<file path="src/rtl/io_pkg.sv">
// Shared register offsets and bit positions for the io_responder register window.
package io_pkg;

    typedef enum logic [2:0] {
        OFF_DATA   = 3'd0,
        OFF_STATUS = 3'd1,
        OFF_TLO    = 3'd2,
        OFF_THI    = 3'd3,
        OFF_CTRL   = 3'd4
    } reg_off_e;

    localparam int ST_EMPTY    = 0;
    localparam int ST_FULL     = 1;
    localparam int ST_EXPIRED  = 2;
    localparam int ST_OVERFLOW = 3;

    localparam int CTRL_ENABLE  = 0;
    localparam int CTRL_AUTO    = 1;
    localparam int CTRL_CLEAR   = 2;
    localparam int CTRL_IRQ_EXP = 3;
    localparam int CTRL_IRQ_OVF = 4;

endpackage

</file>
<file path="src/rtl/io_fifo.sv">
// Synchronous FIFO with a registered entry count; a push into a full FIFO is accepted
// only when a pop frees a slot in the same cycle.
module io_fifo #(
    parameter int DEPTH = 4,
    parameter int WIDTH = 8
) (
    input  logic                     clk,
    input  logic                     rst,
    input  logic                     push,
    input  logic                     pop,
    input  logic [WIDTH-1:0]         din,
    output logic [WIDTH-1:0]         dout,
    output logic                     full,
    output logic                     empty,
    output logic [$clog2(DEPTH):0]   count
);

    localparam int AW = $clog2(DEPTH);

    logic [WIDTH-1:0] mem [DEPTH];
    logic [AW-1:0]    wr_ptr;
    logic [AW-1:0]    rd_ptr;
    logic             do_push;
    logic             do_pop;

    assign empty   = (count == '0);
    assign full    = (count == (AW+1)'(DEPTH));
    assign do_pop  = pop && !empty;
    assign do_push = push && (!full || do_pop);
    assign dout    = empty ? '0 : mem[rd_ptr];

    always_ff @(posedge clk) begin
        if (do_push && !rst) begin
            mem[wr_ptr] <= din;
        end
    end

    // Pointers wrap naturally because DEPTH is a power of two.
    always_ff @(posedge clk) begin
        if (rst) begin
            wr_ptr <= '0;
            rd_ptr <= '0;
            count  <= '0;
        end else begin
            if (do_push) wr_ptr <= wr_ptr + 1'b1;
            if (do_pop)  rd_ptr <= rd_ptr + 1'b1;
            if (do_push && !do_pop)      count <= count + 1'b1;
            else if (do_pop && !do_push) count <= count - 1'b1;
        end
    end

endmodule

</file>
<file path="src/rtl/io_responder.sv">
// Memory-mapped I/O responder: 8-byte register window with a TX FIFO and an interval timer.
// Define IO_RESPONDER_IRQ_EN to add the irq output and the CTRL interrupt-enable bits 4:3.
module io_responder
    import io_pkg::*;
#(
    parameter logic [7:0] BASE_PAGE  = 8'hFE,
    parameter int         FIFO_DEPTH = 4,
    parameter int         PRESCALE   = 1
) (
    input  logic        CLK,
    input  logic        R,
    input  logic [15:0] Address,
    input  logic [7:0]  DataIn,
    input  logic        WE,
    output logic [7:0]  DataOut,
    output logic        Hit,
    output logic [7:0]  tx_data,
    output logic        tx_valid,
    input  logic        tx_ready,
`ifdef IO_RESPONDER_IRQ_EN
    output logic        irq,
`endif
    output logic        timer_expired
);

    localparam int CW = $clog2(FIFO_DEPTH) + 1;
    localparam int PW = (PRESCALE > 1) ? $clog2(PRESCALE) : 1;

    reg_off_e       offset;
    logic           wr_data, wr_tlo, wr_thi, wr_ctrl, clear_flags;
    logic           fifo_pop, fifo_full, fifo_empty;
    logic [CW-1:0]  fifo_count;
    logic           enable, auto_reload, expired, overflow;
    logic [15:0]    count, reload;
    logic [7:0]     lo_latch;
    logic [PW-1:0]  presc;
    logic           tick, tick_eff, expire, overflow_set;
    logic [7:0]     status_rd, ctrl_rd;
`ifdef IO_RESPONDER_IRQ_EN
    logic           irq_exp_en, irq_ovf_en;
`endif

    assign Hit         = (Address[15:8] == BASE_PAGE) && (Address[7:3] == 5'd0);
    assign offset      = reg_off_e'(Address[2:0]);
    assign wr_data     = WE && Hit && (offset == OFF_DATA);
    assign wr_tlo      = WE && Hit && (offset == OFF_TLO);
    assign wr_thi      = WE && Hit && (offset == OFF_THI);
    assign wr_ctrl     = WE && Hit && (offset == OFF_CTRL);
    assign clear_flags = wr_ctrl && DataIn[CTRL_CLEAR];

    assign tx_valid     = !fifo_empty;
    assign fifo_pop     = tx_valid && tx_ready;
    assign overflow_set = wr_data && fifo_full && !fifo_pop;

    io_fifo #(.DEPTH(FIFO_DEPTH), .WIDTH(8)) u_fifo (
        .clk   (CLK),
        .rst   (R),
        .push  (wr_data),
        .pop   (fifo_pop),
        .din   (DataIn),
        .dout  (tx_data),
        .full  (fifo_full),
        .empty (fifo_empty),
        .count (fifo_count)
    );

    // A THI write in the same cycle as a tick overrides that tick completely.
    assign tick     = enable && (presc == PW'(PRESCALE - 1));
    assign tick_eff = tick && !wr_thi;
    assign expire   = tick_eff && (count == 16'd0);

    always_ff @(posedge CLK) begin
        if (R) begin
            enable      <= 1'b0;
            auto_reload <= 1'b0;
            expired     <= 1'b0;
            overflow    <= 1'b0;
            count       <= 16'd0;
            reload      <= 16'd0;
            lo_latch    <= 8'd0;
            presc       <= '0;
`ifdef IO_RESPONDER_IRQ_EN
            irq_exp_en  <= 1'b0;
            irq_ovf_en  <= 1'b0;
`endif
        end else begin
            expired  <= expire || (expired && !clear_flags);
            overflow <= overflow_set || (overflow && !clear_flags);

            if (wr_tlo) lo_latch <= DataIn;

            if (wr_thi) begin
                reload <= {DataIn, lo_latch};
                count  <= {DataIn, lo_latch};
            end else if (tick_eff) begin
                if (count != 16'd0)  count <= count - 16'd1;
                else if (auto_reload) count <= reload;
            end

            if (wr_thi || !enable || tick) presc <= '0;
            else                           presc <= presc + 1'b1;

            if (wr_ctrl) begin
                enable      <= DataIn[CTRL_ENABLE];
                auto_reload <= DataIn[CTRL_AUTO];
`ifdef IO_RESPONDER_IRQ_EN
                irq_exp_en  <= DataIn[CTRL_IRQ_EXP];
                irq_ovf_en  <= DataIn[CTRL_IRQ_OVF];
`endif
            end else if (expire && !auto_reload) begin
                enable <= 1'b0;
            end
        end
    end

    assign timer_expired = expired;
`ifdef IO_RESPONDER_IRQ_EN
    assign irq = (expired && irq_exp_en) || (overflow && irq_ovf_en);
`endif

    always_comb begin
        status_rd              = 8'h00;
        status_rd[ST_EMPTY]    = fifo_empty;
        status_rd[ST_FULL]     = fifo_full;
        status_rd[ST_EXPIRED]  = expired;
        status_rd[ST_OVERFLOW] = overflow;
        ctrl_rd                = 8'h00;
        ctrl_rd[CTRL_ENABLE]   = enable;
        ctrl_rd[CTRL_AUTO]     = auto_reload;
`ifdef IO_RESPONDER_IRQ_EN
        ctrl_rd[CTRL_IRQ_EXP]  = irq_exp_en;
        ctrl_rd[CTRL_IRQ_OVF]  = irq_ovf_en;
`endif
        DataOut = 8'h00;
        if (Hit) begin
            case (offset)
                OFF_DATA:   DataOut = 8'(fifo_count);
                OFF_STATUS: DataOut = status_rd;
                OFF_TLO:    DataOut = count[7:0];
                OFF_THI:    DataOut = count[15:8];
                OFF_CTRL:   DataOut = ctrl_rd;
                default:    DataOut = 8'h00;
            endcase
        end
    end

endmodule

</file>
<file path="config.mk">
export PLATFORM = sky130hd
export DESIGN_NAME = io_responder
export DESIGN_NICKNAME = d
export VERILOG_FILES = /design/src/rtl/io_pkg.sv /design/src/rtl/io_fifo.sv /design/src/rtl/io_responder.sv
export SDC_FILE = /design/constraint.sdc
export NUM_CORES = 1
export LEC_CHECK = 0
export CAP_MARGIN = 25
export CORE_ASPECT_RATIO = 1.5
export CORE_UTILIZATION = 35
export CTS_CLUSTER_SIZE = 10
export DETAILED_ROUTE_END_ITERATION = 8
export HOLD_SLACK_MARGIN = 0.06
export PLACE_DENSITY = 0.63
export SETUP_SLACK_MARGIN = 0.2
export SYNTH_ARGS = -nofsm -noshare
export SYNTH_HDL_FRONTEND = slang
export SYNTH_SLANG_ARGS = --single-unit
</file>
<file path="constraint.sdc">
create_clock -name CLK -period 3.8 [get_ports CLK]
set_input_delay 0.76 -clock CLK [delete_from_list [all_inputs] [get_ports CLK]]
set_output_delay 0.76 -clock CLK [all_outputs]
set_load 0.1 [all_outputs]
</file>
# After elaboration in Yosys (flattened, before gate mapping)

Memory sizes are Yosys's and may differ from the RTL's. A register that Yosys moved wholly into a read port is not among the register bits.
Cells that the tools add are included.
Widths: inputs -> output; s select.

Flip-flop bits (word level): 52
Input port bits: 28
Word-level logic and storage cells: 87
Memories: 1
Bits in writable memories: 32
Output and inout bits: 19

Memories:

| memory     | depth | width | rd ports | clocked after Yosys merged registers in | wr ports | line          | source |
|---|---|---|---|---|---|---|---|
| u_fifo.mem | 4     | 8     | 1        | 1                                       | 1        | io_fifo.sv:20 | `logic [WIDTH-1:0] mem [DEPTH];` |

Reductions and logical operators: 47
$add $sub $neg: 6
Multiplexer cells: 15
Equality and inequality tests: 6
Bitwise operators: 1

Operators by type and width:

| cell                  | number |
|---|---|
| $mux 16               | 4 |
| $pmux 8 s5            | 1 |
| $logic_and 1x1->1     | 21 |
| $logic_not 16->1      | 1 |
| $mux 8                | 2 |
| $reduce_bool 16->1    | 1 |
| $sub 16x1->16 const B | 1 |
| $logic_not 1->1       | 10 |
| $eq 8x8->1 const B    | 1 |
| $eq 3x2->1 const B    | 2 |
| $eq 3x3->1 const B    | 2 |
| $logic_not 3->1       | 2 |
| $mux 3                | 2 |
| $reduce_bool 2->1     | 3 |
| $logic_not 5->1       | 1 |
| $logic_or 1x1->1      | 5 |
| $add 2x1->2 const B   | 2 |
| $mux 1                | 4 |
| $mux 2                | 2 |
| $add 3x1->3 const B   | 1 |
| $eq 3x1->1 const B    | 1 |
| $reduce_bool 3->1     | 1 |
| $sub 3x1->3 const B   | 1 |
| $reduce_and 2->1      | 1 |
| other kinds (3)       | 3 |

# Logic depth before layout (Yosys ltp)

Gate-level depths: netlist of run 1.

Depth in word-level cells: 10
Gate-level depth with buffers: 11
Mapped depth without buffers: 11

# Cells and area by module

A second synthesis of run 1 with hierarchy kept.

Cell total of the unflattened synthesis: 441
Area total of the unflattened synthesis: 4461.8 um^2

Modules (own cells, without submodules):

| module       | times used | sequential area each (um^2) | cells an instance | area each (um^2) |
|---|---|---|---|---|
| io_responder | 1          | 900.9                       | 340               | 2768.9 |
| io_fifo      | 1          | 1141.1                      | 101               | 1692.9 |

# Worst setup path before layout of run 1

OpenSTA, ideal clock, no wires.

Path type: input to output
From: input port Address[7]
To: output port DataOut[3]
Data required time: 3.040 ns
Slack: -0.088 ns
Stages: 5
Buffers on the path: 0
Data arrival time: 3.128 ns
Path through: and4bb_1 nand4_1 inv_2 nand2b_1 nor2_1

Word-level cells in the longest chain between the ends: 3

Ends and longest elaborated chain:

| item               | line                | source |
|---|---|---|
| start: declaration | io_responder.sv:12  | `input logic [15:0] Address,` |
| $logic_not 5->1    | io_responder.sv:43  | `assign Hit = (Address[15:8] == BASE_PAGE) && (Address[7:3] == 5'd0);` |
| $logic_and 1x1->1  | io_responder.sv:43  |  |
| net Hit            | io_responder.sv:16  | `output logic Hit,` |
| $mux 8             | io_responder.sv:135 | `if (Hit) begin` |
| end: declaration   | io_responder.sv:15  | `output logic [7:0] DataOut,` |

The timed path passes the listed nets, and every way through them passes these cells.

# Worst setup path after layout of run 1

From: input port Address[0]
To: output port DataOut[3]

Word-level cells in the longest chain between the ends: 3
Elaborated cells between the ends (all ways): 7
Classes of those cells: 4 x eq/ne; 2 x mux; 1 x reduce/logical

Ends and longest elaborated chain:

| item                               | line                | source |
|---|---|---|
| $eq 3x3->1 (tied with other cells) | io_responder.sv:136 | `case (offset)` |
| $pmux 8 s5 *                       | io_responder.sv:136 |  |
| $mux 8 *                           | io_responder.sv:135 |  |

Every way passes the cells marked *; elsewhere a longest branch is shown, timed or not.

==> out/metrics.cfg, run 1 <==
[sta]
worst_slew_pin_slew_ns=1.015
rsz0062_at_grt=false
final.setup_skew_ns=0.009664
hold_viol=0
fin_crit_sh=0.8595
finalSetupViolCount=0
period_needed_ns=3.266
slew_viol_final=0
fmaxAchievable_mhz=306.2
slew_headroom=0.3209
fin_setup_tns_ns=0

[synth]
ys_ff_latch=86
syn_nets=450
netlist_area_mm2=0.004214
synth.yosys.seq_area_share=0.4846
yosysTopAreaCell=dfxtp_1
synthTopCellsByArea=dfxtp_1, edfxtp_1, mux4_2
synthCells=414
yosysWarnings=0
synth_ff_type=dfxtp_1
yosys.cell_types.count=61
synth_top_area_frac=0.2565
synth.avg_cell_area_um2=10.18
async_flop_share=0
synth_enable_flop_cells=32

[routing]
viasPerCell=5.410
drcViolationCount=0
drtIter0Drc=205
dr.pass1.iters=4
detail_route.wl_per_cell_um=17.26
routed_wl_um=10490
ant_nets=0
dr_total_vias=3289

[clocking]
post_cts_resized=0
cts_post_setup_buffers_inserted=0
clkLatencyLatePin_ns=0.34
h-tree-depth=3
clk_pin_slew_ns=0.06
cts_buffer_depth=2
cts-root-buf=clkbuf_16
cts_hold_buf=0
clock-sinks=86
cts_tree=done
numCtsBuffers=9

[setup_path]
slowest_stage=clkdlybuf4s50_1
end_kind=output port
worst-path-max-fanout=10
max_stage_delay_ns=0.67
crit_required_ns=3.04
cp.arrival_ns=2.51
rrSetupSlack_ns=1.32
startpoint_type=primary input
crit_type=primary input to output port
crit_buf_inv=3
path_delay_family=buffers and inverters
cp_cell_sequence=clkdlybuf4s50_1 > buf_4 > mux2_2 > a21oi_1 > nor2_2 > buf_12

[floorplan]
coreArea_mm2=0.01159
row_count=48
die_area_mm2=0.01249
initial_utilization=0.3636
die_w_um=91.59
io-pin-count=47
die_y_um=136.4

[flow_run]
maxCapViolCount=0

[placed_design]
gp_congestion=0.9393
dpl.hpwl_um=7532
io_buffers=46
dp.cells=592

[finish]
multi_input_area_mm2=0.001998
layout-drive-gt1-share=0.1550
layout_common_cells=dfxtp_1, nand2_1, a21oi_1
regArea_mm2=0.002042
layout.cells.non_filler=608
final_nets=489
final_common_cell=dfxtp_1
syn_to_final_growth_pct=24.41
fillers=1093
n_antenna_cell=0

[grt]
track_usage=0.1771
grt_overflow=0
grt_pass1_wl_um=16880
grt_max_degree=43
grt_pass1_vias=3274
grt_antenna_before_repair=0

[outcome]
outcome=finished, final reports clean

[min_path]
hold_class=flop to flop

[power_and_ir_drop]
p_leak_nw=1.877
vdd_drop_max_mv=0.2606
power_density_mw_per_mm2=550.8

## routing by layer
metal / track usage / vias to the layer above / wire [um]
met1: 0.2006 / 1597 / 4298
met3: 0.02517 / 25 / 301
li1: - / 1598 / -
met4: 0.09524 / 0 / 389
met2: 0.3191 / 69 / 5502
met5: 0 / - / 0
## layout make-up
cell class | count | area share
tap | 150 | 0.03580
inverter | 9 | 0.006444
multi-input combinational | 287 | 0.3811
timing repair buffer | 60 | 0.1208
clock buffer | 10 | 0.04368
clock inverter | 6 | 0.02267
sequential | 86 | 0.3895
## power breakdown
part / internal, mW / switching [mW]
registers: 0.980 / 0.0543
logic: 0.228 / 0.606
clock network: 0.649 / 0.370
## cell usage after synthesis, types with 5 or more instances
cell type,number
xor2_1,6
o21ai_0,5
and3_1,5
a21oi_1,34
mux4_2,9
inv_1,8
edfxtp_1,32
a211oi_1,6
nand2b_1,5
nand2_1,45
nor2_1,30
ha_1,7
and2_1,14
nor3_1,10
dfxtp_1,54
clkbuf_1,25
mux2_2,5
o21ai_1,7
nand3_1,12
a221o_1,15
mux2i_1,11
nor4_1,5
## path summary, 6_finish.rpt
kind,start,endpoint,depth (start not counted)
worst min register to register,reload[7],reload[7],2
worst min-delay path,reload[7],reload[7],2
worst max-delay path,Address[0],DataOut[3],6
worst max register to register,count[8],count[10],5
## cell families (layout without fill, tap and decap cells)
kind of cell	after synthesis	after routing	synth area share
AO/OA/AOI/OAI	88	88	0.1443
XOR/XNOR	10	10	0.02078
adder cells (fa/ha/maj)	8	8	0.02553
buffers and inverters	41	85	0.04186
flip-flops	86	86	0.4846
multiplexers	25	25	0.08759
other	1	1	0.0008899
AND/OR/NAND/NOR	155	155	0.1945
## flip-flops by register name, indices dropped and copies added, names as in the netlist, named ones only
register and flops:
overflow 1, count 16, timer_expired 1, u_fifo.mem 32, presc 1, u_fifo.count 3, u_fifo.wr_ptr 2, u_fifo.rd_ptr 2
auto_reload 1, lo_latch 8, enable 1, reload 16
## metrics by stage
| stage | worst slack [ns] | total power [mW] | hold WS [ns] | util | area (um^2) |
|---|---|---|---|---|---|
| floorplan | 0.3416 | 1.715 | 0.4364 | - | 4217 |
| global placement | 0.5251 | 1.891 | 0.4434 | 0.4223 | 4895 |
| detailed placement | 0.4747 | 1.900 | 0.4475 | 0.4223 | 4895 |
| CTS | 0.5452 | 2.908 | 0.4566 | 0.4523 | 5243 |
| global route | 0.4459 | 2.979 | 0.4737 | 0.4523 | 5243 |
| finish | 0.5340 | 2.888 | 0.4566 | 0.4523 | 5243 |
## worst min-delay path: stages (launching register included)
cell,delay [ns]
dfxtp_1,0.31
nand2_1,0.05
a21oi_1,0.05
(Power assumes the default switching activity.)
==> inputs of run 2 (changes only) <==
CORE_ASPECT_RATIO = unset   (was 1.5)
MAX_ROUTING_LAYER = met4   (was unset)
RECOVER_POWER = 25   (was unset)
==> out/metrics.cfg, run 2 (synthesis gave the netlist of run 1 again) <==
[outcome]
outcome=finished, violations left  ; was finished, final reports clean
violations=DRC

[sta]
slew_viol_final=0  ; unchanged
finalSetupViolCount=0  ; unchanged
slew_headroom=0.3463  ; was 0.3209
rsz0062_at_grt=false  ; unchanged
final.setup_skew_ns=0.004937  ; was 0.009664 ns
hold_ws_ns=0.4555  ; was 0.4566 ns
period_needed_ns=3.370  ; was 3.266 ns
fin_setup_tns_ns=0  ; unchanged
hold_viol=0  ; unchanged
fmaxAchievable_mhz=296.7  ; was 306.2 MHz
worst_slew_pin_slew_ns=0.9775  ; was 1.015 ns
fin_crit_sh=0.8868  ; was 0.8595

[routing]
routed_wl_um=10260  ; was 10490 um
detail_route.wl_per_cell_um=17.10  ; was 17.26 um
viasPerCell=5.560  ; was 5.410
ant_nets=0  ; unchanged
drtIter0Drc=209  ; was 205
dr.pass1.iters=6  ; was 4
dr_total_vias=3336  ; was 3289
drcViolationCount=2  ; was 0

[setup_path]
startpoint_type=primary input  ; unchanged
crit_required_ns=3.04  ; about the same
end_kind=output port  ; unchanged
crit_type=primary input to output port  ; unchanged
reg2reg_from=u_fifo.count[1]  ; was count[8]
worst-path-max-fanout=7  ; was 10
timing.rr.end=u_fifo.count[2]  ; was count[10]
cp.arrival_ns=2.61  ; was 2.51 ns
reg2reg_depth=9  ; was 5
rrSetupSlack_ns=1.44  ; was 1.32 ns

[finish]
n_antenna_cell=0  ; unchanged
layout.cells.non_filler=600  ; was 608
multi_input_area_mm2=0.001998  ; unchanged
layout_common_cells=dfxtp_1, nand2_1, a21oi_1  ; unchanged
fillers=1090  ; was 1093
regMostFlops=u_fifo.mem  ; unchanged
syn_to_final_growth_pct=22.80  ; was 24.41%
largestRegisters=u_fifo.mem x32, count x16, reload x16  ; unchanged
largest_reg_flops=32  ; unchanged
regArea_mm2=0.002042  ; unchanged
final_common_cell=dfxtp_1  ; unchanged
layout-drive-gt1-share=0.1510  ; was 0.1550
final_nets=488  ; was 489

[power_and_ir_drop]
p_leak_nw=1.848  ; was 1.877 nW
power_density_mw_per_mm2=530.5  ; was 550.8 mW/mm^2
vdd_drop_max_mv=0.2927  ; was 0.2606 mV
power.total_mw=2.745  ; was 2.888 mW

[min_path]
hold_path_depth=2  ; unchanged
worstHoldStart=reload[12]  ; was reload[7]
min_to=reload[12]  ; was reload[7]
hold_class=flop to flop  ; unchanged

[placed_design]
io_buffers=46  ; unchanged
dp.cells=583  ; was 592
dpl.hpwl_um=7244  ; was 7532 um
gp_congestion=0.8934  ; was 0.9393

[grt]
grt_max_degree=43  ; unchanged
track_usage=0.1815  ; was 0.1771
grt_overflow=0  ; unchanged
grt_antenna_before_repair=0  ; unchanged
grt_pass1_vias=3322  ; was 3274
grt_pass1_wl_um=17200  ; was 16880 um

[clocking]
cts-root-buf=clkbuf_16  ; unchanged
clk_pin_slew_ns=0.06  ; about the same
cts_tree=done  ; unchanged
clkLatencyLatePin_ns=0.33  ; was 0.34 ns
numCtsBuffers=9  ; unchanged
post_cts_resized=0  ; unchanged
cts_hold_buf=0  ; unchanged
cts_post_setup_buffers_inserted=0  ; unchanged
cts_buffer_depth=2  ; unchanged
h-tree-depth=3  ; unchanged
clock-sinks=86  ; unchanged

[floorplan]
row_count=39  ; was 48
die_w_um=111.7  ; was 91.59 um
initial_utilization=0.3644  ; was 0.3636
die_y_um=111.7  ; was 136.4 um
io-pin-count=47  ; unchanged
die_area_mm2=0.01248  ; was 0.01249 mm^2
coreArea_mm2=0.01156  ; was 0.01159 mm^2

[flow_run]
maxCapViolCount=0  ; unchanged

## run 2: cell types whose count changed in the layout (fill, tap and decap cells not counted), sizes merged
cell	change
clkdlybuf4s50	-8
dlygate4sd3	+8
bufinv	-2
buf	-1
clkbuf	+1
clkinv	-1
clkinvlp	+1
inv	+1
## run 2: per-layer routing
metal  part of all wire  vias up  GRT usage
li1                   -     1598          -
met1               0.47     1626     0.2419
met2               0.46      101     0.2787
met3              0.060       11    0.03212
met4              0.010        0    0.06036
met5                  0        -          -
## run 2: cell type report
class                      instances  share of cell area
clock buffer                      11             0.04497
clock inverter                     5             0.01161
inverter                           9            0.006528
multi-input combinational        287              0.3861
sequential                        86              0.3946
tap                              143             0.03457
timing repair buffer              59              0.1216
## run 2: through the flow
stage                     worst slack (ns)  utilization  instance area [um^2]
final                               0.4302       0.4475                  5175
after global routing                0.2881       0.4475                  5175
after CTS                           0.4183       0.4465                  5164
after detailed placement            0.3649       0.4212                  4871
after global placement              0.4618       0.4212                  4871
after floorplan                     0.3416            -                  4217
## run 2: worst max-delay path: stages
cell and delay [ns]:
clkdlybuf4s50_1 0.39, and4bb_1 0.26, nand4_1 0.13, buf_4 0.19, nor2_1 0.39, and3_1 0.30, buf_12 0.19
## run 2: power breakdown
part           internal, mW  switching (mW)  total, mW
registers             0.981          0.0548       1.04
logic                 0.227           0.615      0.842
clock network         0.513           0.354      0.868
## run 2: how the worst max path moves through the flow
stage / endpoint / from
final: DataOut[6] / Address[7]
after detailed placement: u_fifo.count[2] / Address[7]
after CTS: DataOut[5] / Address[7]
after global routing: DataOut[6] / Address[4]
after floorplan: DataOut[1] / Address[0]
after global placement: DataOut[7] / Address[7]
==> inputs of run 3 (changes only) <==
ABC_CLOCK_PERIOD_IN_PS = 3800   (was unset)
CORE_ASPECT_RATIO = 1.5   (was unset)
REMOVE_ABC_BUFFERS = 1   (was unset)
==> out/metrics.cfg, run 3 (synthesis gave the netlist of run 1 again) <==
[outcome]
outcome=finished, violations left  ; unchanged
violations=capacitance limit, slew limit  ; was DRC

[grt]
grt_pass1_wl_um=16600  ; was 17200 um
busiest_layer=met2  ; unchanged
grt_util_met2=0.3338  ; was 0.2787
grt_max_degree=43  ; unchanged
grt_overflow=0  ; unchanged
grt_pass1_vias=3364  ; was 3322
use_met1=0.1693  ; was 0.2419
grt_antenna_before_repair=0  ; unchanged
track_usage=0.1806  ; was 0.1815
use_met3=0.02964  ; was 0.03212

[setup_path]
crit_type=primary input to output port  ; unchanged
startpoint_type=primary input  ; unchanged
max_stage_delay_ns=0.69  ; was 0.39 ns
cp_cell_sequence=clkdlybuf4s50_1 > buf_4 > mux2_2 > a21oi_1 > nor2_1 > buf_12  ; was clkdlybuf4s50_1 > and4bb_1 > nand4_1 > buf_4 > nor2_1 > and3_1 > buf_12
worst-path-max-fanout=11  ; was 7
cp.arrival_ns=2.50  ; was 2.61 ns
slowest_stage=clkdlybuf4s50_1  ; unchanged
rrSetupSlack_ns=1.14  ; was 1.44 ns
crit_required_ns=3.04  ; about the same
end_kind=output port  ; unchanged

[finish]
largestRegisters=u_fifo.mem x32, count x16, reload x16  ; unchanged
final_nets=488  ; unchanged
syn_to_final_growth_pct=23.66  ; was 22.80%
layout.cells.non_filler=607  ; was 600
largest_reg_flops=32  ; unchanged
layout-drive-gt1-share=0.1510  ; unchanged
n_antenna_cell=0  ; unchanged
design_area_mm2=0.005211  ; was 0.005175 mm^2
regMostFlops=u_fifo.mem  ; unchanged
layout_common_cells=dfxtp_1, nand2_1, a21oi_1  ; unchanged
final_common_cell=dfxtp_1  ; unchanged

[clocking]
cts_hold_buf=0  ; unchanged
cts_post_setup_buffers_inserted=0  ; unchanged
clk_pin_slew_ns=0.06  ; about the same
numCtsBuffers=9  ; unchanged
cts-root-buf=clkbuf_16  ; unchanged
clkLatencyLatePin_ns=0.34  ; was 0.33 ns
clock-sinks=86  ; unchanged
cts_buffer_depth=2  ; unchanged
cts_tree=done  ; unchanged
h-tree-depth=3  ; unchanged
post_cts_resized=0  ; unchanged

[power_and_ir_drop]
combPwrFrac=0.296  ; was 0.307
power_density_mw_per_mm2=543.1  ; was 530.5 mW/mm^2
p_sw_mw=1.038  ; was 1.025 mW
pwr-share-clk=0.339  ; was 0.316
p_leak_nw=1.863  ; was 1.848 nW
intPower_mw=1.792  ; was 1.721 mW
pwr-share-seq=0.365  ; was 0.377
power.total_mw=2.830  ; was 2.745 mW
switching_share=0.3668  ; was 0.3732
vdd_drop_max_mv=0.2883  ; was 0.2927 mV

[sta]
worst_slew_pin_slew_ns=1.871  ; was 0.9775 ns
fmaxAchievable_mhz=306.4  ; was 296.7 MHz
slew_viol_final=43  ; was 0
finalSetupViolCount=0  ; unchanged
fin_crit_sh=0.8589  ; was 0.8868
hold_viol=0  ; unchanged
setup_slack_ns=0.5360  ; was 0.4302 ns
final.setup_skew_ns=0.005536  ; was 0.004937 ns
slew_headroom=-0.2473  ; was 0.3463
rsz0062_at_grt=false  ; unchanged
period_needed_ns=3.264  ; was 3.370 ns
hold_ws_ns=0.4566  ; was 0.4555 ns

[min_path]
hold_class=flop to flop  ; unchanged

[routing]
dr_total_vias=3295  ; was 3336
ant_nets=0  ; unchanged
viasPerCell=5.428  ; was 5.560
drtIter0Drc=185  ; was 209
detail_route.wl_per_cell_um=16.76  ; was 17.10 um
dr.pass1.iters=4  ; was 6
routed_wl_um=10170  ; was 10260 um
drcViolationCount=0  ; was 2

[floorplan]
die_area_mm2=0.01249  ; was 0.01248 mm^2
die_y_um=136.4  ; was 111.7 um
coreArea_mm2=0.01159  ; was 0.01156 mm^2
row_count=48  ; was 39
initial_utilization=0.3636  ; was 0.3644
die_w_um=91.59  ; was 111.7 um
io-pin-count=47  ; unchanged

[flow_run]
maxCapViolCount=1  ; was 0

[placed_design]
post_dp_cell_area_mm2=0.004885  ; was 0.004871 mm^2
gp_congestion=0.9248  ; was 0.8934
post-place-ws_ns=0.4132  ; was 0.3649 ns
io_buffers=46  ; unchanged
dp.cells=591  ; was 583
dpl.hpwl_um=7446  ; was 7244 um

==> run 3: final cells by class <==
type                       count  area [um^2]
fill                        1080         6380
multi-input combinational    287         1996
timing repair buffer          59        621.8
clock buffer                   9        225.2
clock inverter                 7        105.1
sequential                    86         2042
tap                          150        187.7
inverter                       9        33.78
==> run 3: worst max-delay path: cells and delay by family <==
kind	cells	cell delay, ns
and+or+nand+nor	1	0.10
muxes	1	0.35
buffers and inverters	3	1.09
AOI/OAI and AO/OA	1	0.19
==> run 3: metal layers <==
metal / part of all wire / up-vias
li1: - / 1601
met1: 0.36 / 1578
met2: 0.56 / 85
met3: 0.035 / 31
met4: 0.049 / 0
met5: 0 / -
==> run 3: worst paths after layout <==
kind	cells after the start	endpoint	from
max	6	DataOut[3]	Address[0]
min reg2reg	2	reload[0]	reload[0]
min	2	reload[0]	reload[0]
max reg2reg	8	count[6]	count[0]
==> run 3: power by group through the flow <==
stage               clock network [mW]  logic (mW)  registers, mW
floorplan                            0       0.654           1.04
global placement                     0       0.838           1.06
detailed placement                   0       0.846           1.06
CTS                              0.976       0.847           1.04
global route                      1.02       0.879           1.04
finish                           0.961       0.836           1.03
==> run 3: stage by stage <==
stage          TNS [ns]    util
2_1_floorplan  -0.08782       -
3_3_place_gp          0  0.4214
3_5_place_dp          0  0.4214
4_1_cts               0  0.4499
5_1_grt               0  0.4496
6_report              0  0.4496
